[src/rtl/cvxif_ma_responder.sv]
// CV-X-IF responder for custom-0 matrix instructions: decode/accept, in-order pending queue, commit-gated dispatch.
// Latency: issue response combinational; cmd_valid_o 1 cycle after commit of head; result 1 cycle after cmd/rsp handshake.
// Backpressure: issue_ready_o drops when queue full or operands missing; cmd_*/result_* held stable until ready.
module cvxif_ma_responder #(
    parameter int          XLEN    = 32,
    parameter int          IdWidth = 3,
    parameter int          Depth   = 4,
    parameter logic [6:0]  Opcode  = 7'h0B
) (
    input  logic               clk_i,
    input  logic               rst_i,
    input  logic               issue_valid_i,
    output logic               issue_ready_o,
    input  logic [31:0]        issue_instr_i,
    input  logic [IdWidth-1:0] issue_id_i,
    input  logic [XLEN-1:0]    issue_rs1_i,
    input  logic [XLEN-1:0]    issue_rs2_i,
    input  logic [1:0]         issue_rs_valid_i,
    output logic               issue_accept_o,
    output logic               issue_writeback_o,
    output logic [1:0]         issue_register_read_o,
    input  logic               commit_valid_i,
    input  logic [IdWidth-1:0] commit_id_i,
    input  logic               commit_kill_i,
    output logic               result_valid_o,
    input  logic               result_ready_i,
    output logic [IdWidth-1:0] result_id_o,
    output logic [XLEN-1:0]    result_data_o,
    output logic [4:0]         result_rd_o,
    output logic               result_we_o,
    output logic               cmd_valid_o,
    input  logic               cmd_ready_i,
    output logic [9:0]         cmd_funct_o,
    output logic [XLEN-1:0]    cmd_rs1_o,
    output logic [XLEN-1:0]    cmd_rs2_o,
    output logic [IdWidth-1:0] cmd_id_o,
    input  logic               rsp_valid_i,
    input  logic [XLEN-1:0]    rsp_data_i,
    output logic               rsp_ready_o
);
    localparam int PtrW = $clog2(Depth);

    typedef struct packed {
        logic [IdWidth-1:0] id;
        logic [9:0]         funct;
        logic [XLEN-1:0]    rs1;
        logic [XLEN-1:0]    rs2;
        logic [4:0]         rd;
        logic               wb;
    } ent_t;

    typedef enum logic [1:0] {S_IDLE, S_CMD, S_RSP, S_RES} state_t;

    state_t            state;
    ent_t              q_dat [Depth];
    logic [Depth-1:0]  q_com;
    logic [Depth-1:0]  q_kil;
    logic [PtrW:0]     wptr;
    logic [PtrW:0]     rptr;
    logic [PtrW:0]     count;
    logic [PtrW-1:0]   slot_off [Depth];
    logic [Depth-1:0]  id_hit;

    logic [6:0]        instr_opc;
    logic [2:0]        instr_f3;
    logic [4:0]        instr_rd;
    logic              match;
    logic              full;
    logic              empty;
    logic              push;
    logic              push_hit;
    logic              head_com;
    logic              head_kil;
    logic [PtrW-1:0]   head_idx;
    ent_t              head;
    ent_t              new_ent;
    logic              instr_unused;

    assign instr_opc    = issue_instr_i[6:0];
    assign instr_f3     = issue_instr_i[14:12];
    assign instr_rd     = issue_instr_i[11:7];
    assign instr_unused = ^issue_instr_i[24:15];

    assign match                 = (instr_opc == Opcode) && (instr_f3 != 3'b111);
    assign issue_accept_o        = issue_valid_i & match;
    assign issue_writeback_o     = issue_accept_o & instr_f3[2] & (instr_rd != 5'd0);
    assign issue_register_read_o = {issue_accept_o, issue_accept_o};

    assign empty = (wptr == rptr);
    assign full  = (wptr[PtrW] != rptr[PtrW]) && (wptr[PtrW-1:0] == rptr[PtrW-1:0]);
    assign count = wptr - rptr;

    // Non-matching instructions are always rejected immediately, even with a full queue.
    assign issue_ready_o = match ? (!full && (issue_rs_valid_i == 2'b11)) : 1'b1;
    assign push          = issue_accept_o & issue_ready_o;
    assign push_hit      = commit_valid_i && (commit_id_i == issue_id_i);

    assign new_ent = '{id:    issue_id_i,
                       funct: {issue_instr_i[31:25], instr_f3},
                       rs1:   issue_rs1_i,
                       rs2:   issue_rs2_i,
                       rd:    instr_rd,
                       wb:    instr_f3[2] & (instr_rd != 5'd0)};

    always_comb begin
        for (int i = 0; i < Depth; i++) begin
            slot_off[i] = PtrW'(i) - rptr[PtrW-1:0];
            id_hit[i]   = ({1'b0, slot_off[i]} < count) && commit_valid_i
                          && (q_dat[i].id == commit_id_i);
        end
    end

    // Head decision folds in this cycle's commit so dispatch starts on the commit edge.
    assign head_idx = rptr[PtrW-1:0];
    assign head     = q_dat[head_idx];
    assign head_com = q_com[head_idx] | (id_hit[head_idx] & !commit_kill_i);
    assign head_kil = q_kil[head_idx] | (id_hit[head_idx] & commit_kill_i);

    always_ff @(posedge clk_i) begin
        if (push) begin
            q_dat[wptr[PtrW-1:0]] <= new_ent;
        end
    end

    always_ff @(posedge clk_i) begin
        if (rst_i) begin
            wptr           <= '0;
            rptr           <= '0;
            q_com          <= '0;
            q_kil          <= '0;
            state          <= S_IDLE;
            cmd_valid_o    <= 1'b0;
            cmd_funct_o    <= '0;
            cmd_rs1_o      <= '0;
            cmd_rs2_o      <= '0;
            cmd_id_o       <= '0;
            rsp_ready_o    <= 1'b0;
            result_valid_o <= 1'b0;
            result_id_o    <= '0;
            result_data_o  <= '0;
            result_rd_o    <= '0;
            result_we_o    <= 1'b0;
        end else begin
            for (int i = 0; i < Depth; i++) begin
                if (id_hit[i]) begin
                    if (commit_kill_i) q_kil[i] <= 1'b1;
                    else               q_com[i] <= 1'b1;
                end
            end
            if (push) begin
                q_com[wptr[PtrW-1:0]] <= push_hit & !commit_kill_i;
                q_kil[wptr[PtrW-1:0]] <= push_hit & commit_kill_i;
                wptr                  <= wptr + (PtrW+1)'(1);
            end

            case (state)
                S_IDLE: begin
                    if (!empty) begin
                        if (head_kil) begin
                            rptr <= rptr + (PtrW+1)'(1);
                        end else if (head_com) begin
                            state       <= S_CMD;
                            cmd_valid_o <= 1'b1;
                            cmd_funct_o <= head.funct;
                            cmd_rs1_o   <= head.rs1;
                            cmd_rs2_o   <= head.rs2;
                            cmd_id_o    <= head.id;
                        end
                    end
                end
                S_CMD: begin
                    if (cmd_ready_i) begin
                        cmd_valid_o <= 1'b0;
                        if (head.wb) begin
                            state       <= S_RSP;
                            rsp_ready_o <= 1'b1;
                        end else begin
                            state          <= S_RES;
                            result_valid_o <= 1'b1;
                            result_id_o    <= head.id;
                            result_data_o  <= '0;
                            result_rd_o    <= head.rd;
                            result_we_o    <= 1'b0;
                        end
                    end
                end
                S_RSP: begin
                    if (rsp_valid_i) begin
                        state          <= S_RES;
                        rsp_ready_o    <= 1'b0;
                        result_valid_o <= 1'b1;
                        result_id_o    <= head.id;
                        result_data_o  <= rsp_data_i;
                        result_rd_o    <= head.rd;
                        result_we_o    <= 1'b1;
                    end
                end
                S_RES: begin
                    if (result_ready_i) begin
                        state          <= S_IDLE;
                        result_valid_o <= 1'b0;
                        rptr           <= rptr + (PtrW+1)'(1);
                    end
                end
                default: state <= S_IDLE;
            endcase
        end
    end
endmodule

[config.mk]
export PLATFORM = sky130hd
export DESIGN_NAME = cvxif_ma_responder
export DESIGN_NICKNAME = d
export VERILOG_FILES = /design/src/rtl/cvxif_ma_responder.sv
export SDC_FILE = /design/constraint.sdc
export NUM_CORES = 1
export LEC_CHECK = 0
export BUFFER_PORTS_ARGS = -buffer_cell sky130_fd_sc_hd__buf_2
export CORE_MARGIN = 2
export CORE_UTILIZATION = 45
export CTS_CLUSTER_DIAMETER = 200
export CTS_CLUSTER_SIZE = 40
export DETAILED_ROUTE_END_ITERATION = 12
export GPL_TIMING_DRIVEN = 0
export HOLD_SLACK_MARGIN = 0.1
export MAX_ROUTING_LAYER = met4
export PLACE_DENSITY = 0.65
export SLEW_MARGIN = 20
export SYNTH_ARGS = -nofsm -noshare
export SYNTH_HDL_FRONTEND = slang
export SYNTH_SLANG_ARGS = --single-unit
[constraint.sdc]
create_clock -name clk_i -period 4.7 [get_ports clk_i]
set_clock_uncertainty 0.05 [all_clocks]
set_input_delay 0.235 -clock clk_i [delete_from_list [all_inputs] [get_ports clk_i]]
set_output_delay 0.235 -clock clk_i [all_outputs]
set_load 0.03 [all_outputs]
==> impl_metrics.yaml, run 1 <==
grt:
  grt_pass1_vias: 11160
  grt_pass1_wl_um: 62020
  grt_overflow_total: 0
  antenna_found_initial: 3
  track_usage_pct: 19.86
  grt_start_max_net_pins: 51
final_layout:
  layout_commonest_cell: "edfxtp_1"
  final_cell_mix: "edfxtp_1, buf_2, nand2_1, dfxtp_1, dlygate4sd3_1"
  layout.nets: 1737
  postLayoutCellArea_um2: 21970
  area_growth_syn_to_layout_pct: 20.04
  fin_cells: 2110
  drive_gt1_share_pct: 24.53
route:
  via_count: 10950
  drtAntennaViolNets: 0
  avgViaCountPerCell: 5.188
  routed_wl_um: 41230
  drtIter0Drc: 657
  drtPass1Iterations: 5
  drcViolationCount: 0
  wl_per_cell_um: 19.54
clocking:
  path_clk_slew_ns: 0.14
  cts_buffer_depth: 3
  clock_latency_ns: 0.54
  cts_buffers: 15
  cts_setup_buffers: 0
  cts-root-buf: "clkbuf_16"
  cts.sinks: 471
  cts_tree: "done"
  cts-resized-gates: 0
  h-tree-depth: 1
floorplan:
  fp.dieH_um: 205.7
  die_x_um: 205.7
  coreArea_um2: 39910
  rows: 73
  io_pins: 270
  die-area_um2: 42300
  initial_core_util_pct: 45.86
synthesis:
  synth.distinct_cells: 59
  synth_edf_count: 332
  syn-num-nets: 1344
  syn_inst: 1181
  async_reset_ff_share_pct: 0
  yosys_register_bits: 471
  syn_area_um2: 18300
  syn_area_per_cell_um2: 15.50
  seq_area_frac_synth_pct: 69.67
  synth_ff_type: "edfxtp_1"
  yosysWarnings: 0
timing:
  tightest_slew_ns: 0.9283
  tns_ns: 0
  fin_crit_sh_pct: 89.66
  rsz0062_at_grt: "false"
  finalCriticalPeriod_ns: 4.214
  max_freq_mhz: 237.3
  drv_slew: 0
  relSlewSlack_pct: 38.12
  hold_viol: 0
  final-setup-viol-count: 0
hold_path:
  hold_path.class: "input pin to flop"
placed_design:
  placed_cell_area_um2: 20360
  placed_cells: 1964
  portBuffers: 254
  hpwlAfterDp_um: 27710
  gp_congestion: 0.8603
job:
  drv_cap: 0
setup_path:
  worstPathMaxFanout: 10
  cp_data_arrival_time_ns: 4.63
  cp.required_ns: 5.11
  cp-start-kind: "flop"
  endpoint_kind: "flop"
  criticalPathCategory: "flop to flop"
pwr:
  irDropWorstVdd_mv: 0.3092
  power-per-cell-area_nw_per_um2: 309.0
  p_leak_nw: 8.228
status:
  status: "completed"
-- final timing paths --
path	depth (start not counted)	slack [ns]	to	from
max	14	0.49	cmd_rs2_o[11]$_SDFFE_PP0P_	wptr[0]$_SDFFE_PP0P_
min	5	0.17	q_com[0]$_SDFF_PP0_	commit_valid_i
max reg2reg	14	0.49	cmd_rs2_o[11]$_SDFFE_PP0P_	wptr[0]$_SDFFE_PP0P_
min reg2reg	2	0.41	result_data_o[15]$_SDFFE_PP0P_	result_data_o[15]$_SDFFE_PP0P_
-- cell families after synthesis --
kind of cell    share of synthesized area [%]
flops                                   69.67
simple gates                            7.376
mux                                     15.31
buf+inv                                 2.317
compound gates                          2.878
xor+xnor                                1.114
fa+ha+maj                               1.340
-- what timing repair did --
action                                 4_1_cts  5_1_grt
setup endpoints to repair                    0        0
endpoints found under the hold margin      363        0
hold buffers                               118        0
-- worst max-delay path, stage by stage (launching register included) --
cell and delay [ns]:
dfxtp_1 0.49, inv_1 0.17, ha_1 0.22, inv_1 0.06, fa_1 0.41, inv_1 0.17
ha_1 0.25, nor2b_1 0.12, o21a_1 0.20, o32ai_2 0.38, mux2_2 0.42, o21ai_2 0.50
buf_6 0.28, buf_8 0.19, mux2i_1 0.21
-- where the power goes --
part | leakage (nW) | switching, mW | internal (mW) | total (mW)
logic | 3.92 | 0.298 | 0.264 | 0.562
clock network | 0.202 | 1.15 | 0.622 | 1.78
registers | 4.10 | 0.00901 | 4.44 | 4.45
total | 8.23 | 1.46 | 5.33 | 6.79
-- metrics by stage --
step / setup WS, ns / power [mW] / hold slack, ns / util, %
CTS: 0.4438 / 6.866 / 0.1461 / 55.03
finish: 0.4858 / 6.789 / 0.1705 / 55.05
global placement: -0.9562 / 5.019 / 0.3857 / 50.69
floorplan: 0.6592 / 4.848 / 0.2839 / -
detailed placement: 0.5366 / 5.031 / 0.3912 / 51.01
global route: 0.2642 / 7.022 / 0.2013 / 55.05
-- cell type report --
class                      instances  area (um2)
buffer                            73       342.8
inverter                          22       102.6
clock inverter                     1       11.26
multi-input combinational        615        5127
tap                              525       656.9
antenna                            3       7.507
fill                            3218       17940
sequential                       471       12750
timing repair buffer             376        2562
clock buffer                      24       409.1
-- synth_stat cells (8+ instances only) --
master	n	area share, %
nor2_1	21	0.43
nand2_1	217	4.5
dfxtp_1	139	15
mux4_2	83	10
a21oi_1	45	1.2
nand3_1	46	1.3
buf_1	9	0.18
clkbuf_1	51	1.0
xnor2_1	13	0.62
mux2i_1	86	4.7
ha_1	18	1.2
inv_1	21	0.43
edfxtp_1	332	54
a22oi_1	8	0.33
-- flip-flops by register name, summed over array words and instances, names as in the netlist, named ones only --
signal          cells
result_valid_o      1
q_com               4
result_id_o         3
cmd_id_o            3
cmd_rs1_o          32
q_dat             332
cmd_funct_o        10
wptr                3
rsp_ready_o         1
result_we_o         1
rptr                3
cmd_valid_o         1
result_data_o      32
cmd_rs2_o          32
result_rd_o         5
q_kil               4
state               2
-- metal layers --
layer	track usage [%]	vias up	wire, um
met2	34.92	273	21060
met5	-	-	0
met3	2.724	32	2024
met4	3.571	0	569
met1	24.84	5464	17570
li1	-	5177	-
No activity file was read; power rests on OpenSTA's default activity.
==> run 2: changes to the inputs <==
--- a/config.mk
+++ b/config.mk
@@ -14,7 +14,7 @@
 export GPL_TIMING_DRIVEN = 0
 export HOLD_SLACK_MARGIN = 0.1
 export MAX_ROUTING_LAYER = met4
-export PLACE_DENSITY = 0.65
+export PLACE_DENSITY = 0.68
 export SLEW_MARGIN = 20
 export SYNTH_ARGS = -nofsm -noshare
 export SYNTH_HDL_FRONTEND = slang
==> constraint.sdc (replaced) <==
create_clock -name clk_i -period 3.55 [get_ports clk_i]
set_clock_uncertainty 0.05 [all_clocks]
set_input_delay 0.1775 -clock clk_i [delete_from_list [all_inputs] [get_ports clk_i]]
set_output_delay 0.1775 -clock clk_i [all_outputs]
set_load 0.03 [all_outputs]
==> run 2 against run 1 <==
Global-route usage is 0.20 points higher. Critical path depth is 1 lower. Clock power is 33% higher. Wire length is 3.1% higher. Non-clock buffer count is 31 higher. Design area is 2.6% higher. Sequential share of layout area is 1.4 points lower. Sequential cell count stayed put. Die area stayed put. Combinational power is 35% higher. Worst setup slack worse by 0.42 ns. Core utilization is 1.4 points higher. Largest cell class unchanged.
==> impl_metrics.yaml, run 2 (same netlist as run 1, synthesis figures left out) <==
clocking:
  cts_buffers: 15
  cts_buffer_depth: 3
  clock_latency_ns: 0.55
  path_clk_slew_ns: 0.15
  cts.sinks: 471
  cts_tree: "done"
  h-tree-depth: 1
  cts-root-buf: "clkbuf_16"
floorplan:
  die_x_um: 205.7
  fp.dieH_um: 205.7
  io_pins: 270
  rows: 73
  coreArea_um2: 39910
  die-area_um2: 42300
  initial_core_util_pct: 45.86
setup_path:
  worstPathMaxFanout: 6
  cp_data_arrival_time_ns: 3.90
  endpoint_kind: "flop"
  cp-start-kind: "flop"
  criticalPathCategory: "flop to flop"
  cp.required_ns: 3.96
  r2r_cells: 13
route:
  avgViaCountPerCell: 5.237
  routed_wl_um: 42500
  drtAntennaViolNets: 0
  drcViolationCount: 0
  via_count: 11200
  drtPass1Iterations: 5
  drtIter0Drc: 573
  wl_per_cell_um: 19.87
timing:
  relSlewSlack_pct: 36.02
  final-setup-viol-count: 0
  tns_ns: 0
  fin_crit_sh_pct: 98.26
  hold_viol: 0
  max_freq_mhz: 286.7
  tightest_slew_ns: 0.9596
  drv_slew: 0
  hold_slack_ns: 0.1396
  finalCriticalPeriod_ns: 3.488
placed_design:
  hpwlAfterDp_um: 28020
  portBuffers: 254
  placed_cells: 1972
  placed_cell_area_um2: 20490
  gp_congestion: 0.8244
job:
  drv_cap: 0
final_layout:
  fin_cells: 2139
  final_cell_mix: "edfxtp_1, buf_2, nand2_1, dfxtp_1, dlygate4sd3_1"
  largest_register_ffs: 332
  area_growth_syn_to_layout_pct: 23.15
  postLayoutCellArea_um2: 22540
  layout.nets: 1768
  drive_gt1_share_pct: 26.55
  layout_commonest_cell: "edfxtp_1"
grt:
  grt_start_max_net_pins: 42
  grt_pass1_wl_um: 63090
  grt_overflow_total: 0
  antenna_found_initial: 2
  track_usage_pct: 20.06
  grt_pass1_vias: 11350
hold_path:
  hold_path.class: "input pin to flop"
  hold_depth: 5
pwr:
  power.total_mw: 9.014
  irDropWorstVdd_mv: 0.4258
  power-per-cell-area_nw_per_um2: 399.9
  p_leak_nw: 8.476
status:
  status: "completed"
-- run 2: cell types whose count changed in the layout (fill, tap and decap cells not counted), sizes merged --
cell,before,now
diode,3,2
dlygate4sd3,118,120
clkbuf,76,81
buf,279,302
clkinvlp,0,4
inv,22,18
-- run 2: final timing paths --
kind / slack (ns) / end / from
setup / recovery: 0.06 / cmd_rs1_o[19]$_SDFFE_PP0P_ / rptr[1]$_SDFFE_PP0P_
hold / removal: 0.14 / rptr[2]$_SDFFE_PP0P_ / result_ready_i
setup reg to reg: 0.06 / cmd_rs1_o[19]$_SDFFE_PP0P_ / rptr[1]$_SDFFE_PP0P_
hold reg to reg: 0.41 / result_data_o[22]$_SDFFE_PP0P_ / result_data_o[22]$_SDFFE_PP0P_
-- run 2: area by class of cell --
class	instances	area, um2
diodes	2	5.005
plain buffers	73	424.2
clock buffers	23	405.4
clock inverters	1	11.26
fillers	3139	17370
inverters	22	100.1
multi-input cells	615	5176
flip-flops and latches	471	12760
well taps	525	656.9
repair buffers	407	3003
-- run 2: per-stage QoR --
step | worst slack (ns) | utilization [%]
after global placement | -0.9230 | 50.73
after floorplan | 0.2229 | -
after global routing | -0.01713 | 56.47
after CTS | 0.02457 | 55.64
after detailed placement | -0.7256 | 51.33
final | 0.06171 | 56.47
-- run 2: report_power, final --
| part | internal, mW | leakage, nW | total, mW | switching [mW] |
|---|---|---|---|---|
| clock | 0.819 | 0.200 | 2.36 | 1.54 |
| sequential | 5.88 | 4.10 | 5.89 | 0.0115 |
| combinational | 0.359 | 4.17 | 0.761 | 0.402 |
| total | 7.06 | 8.48 | 9.01 | 1.96 |
-- run 2: repair_timing --
action | CTS | global route
setup buffers | 6 | 9
endpoints found under the hold margin | 372 | 0
resized for setup | 16 | 23
endpoints found under the setup margin | 79 | 74
pin swaps | 2 | 2
hold buffers | 120 | 0
cloned | 0 | 6
-- run 2: layer usage --
metal	GRT usage (%)	wire length (um)	share of wire [%]
met1	25.78	18310	43
met2	34.39	21160	50
met3	2.787	2357	5.5
met4	3.777	677	1.6
met5	-	0	0
-- run 2: worst max-delay path, stage by stage, from the launching register on --
cell and delay, ns:
dfxtp_2 0.43, inv_1 0.16, fa_1 0.56, inv_2 0.07, ha_1 0.26, nor2b_1 0.13
o21a_2 0.23, o32ai_4 0.36, mux2_4 0.36, o21ai_4 0.15, buf_12 0.15, buf_8 0.14
clkbuf_16 0.16, mux2i_1 0.18
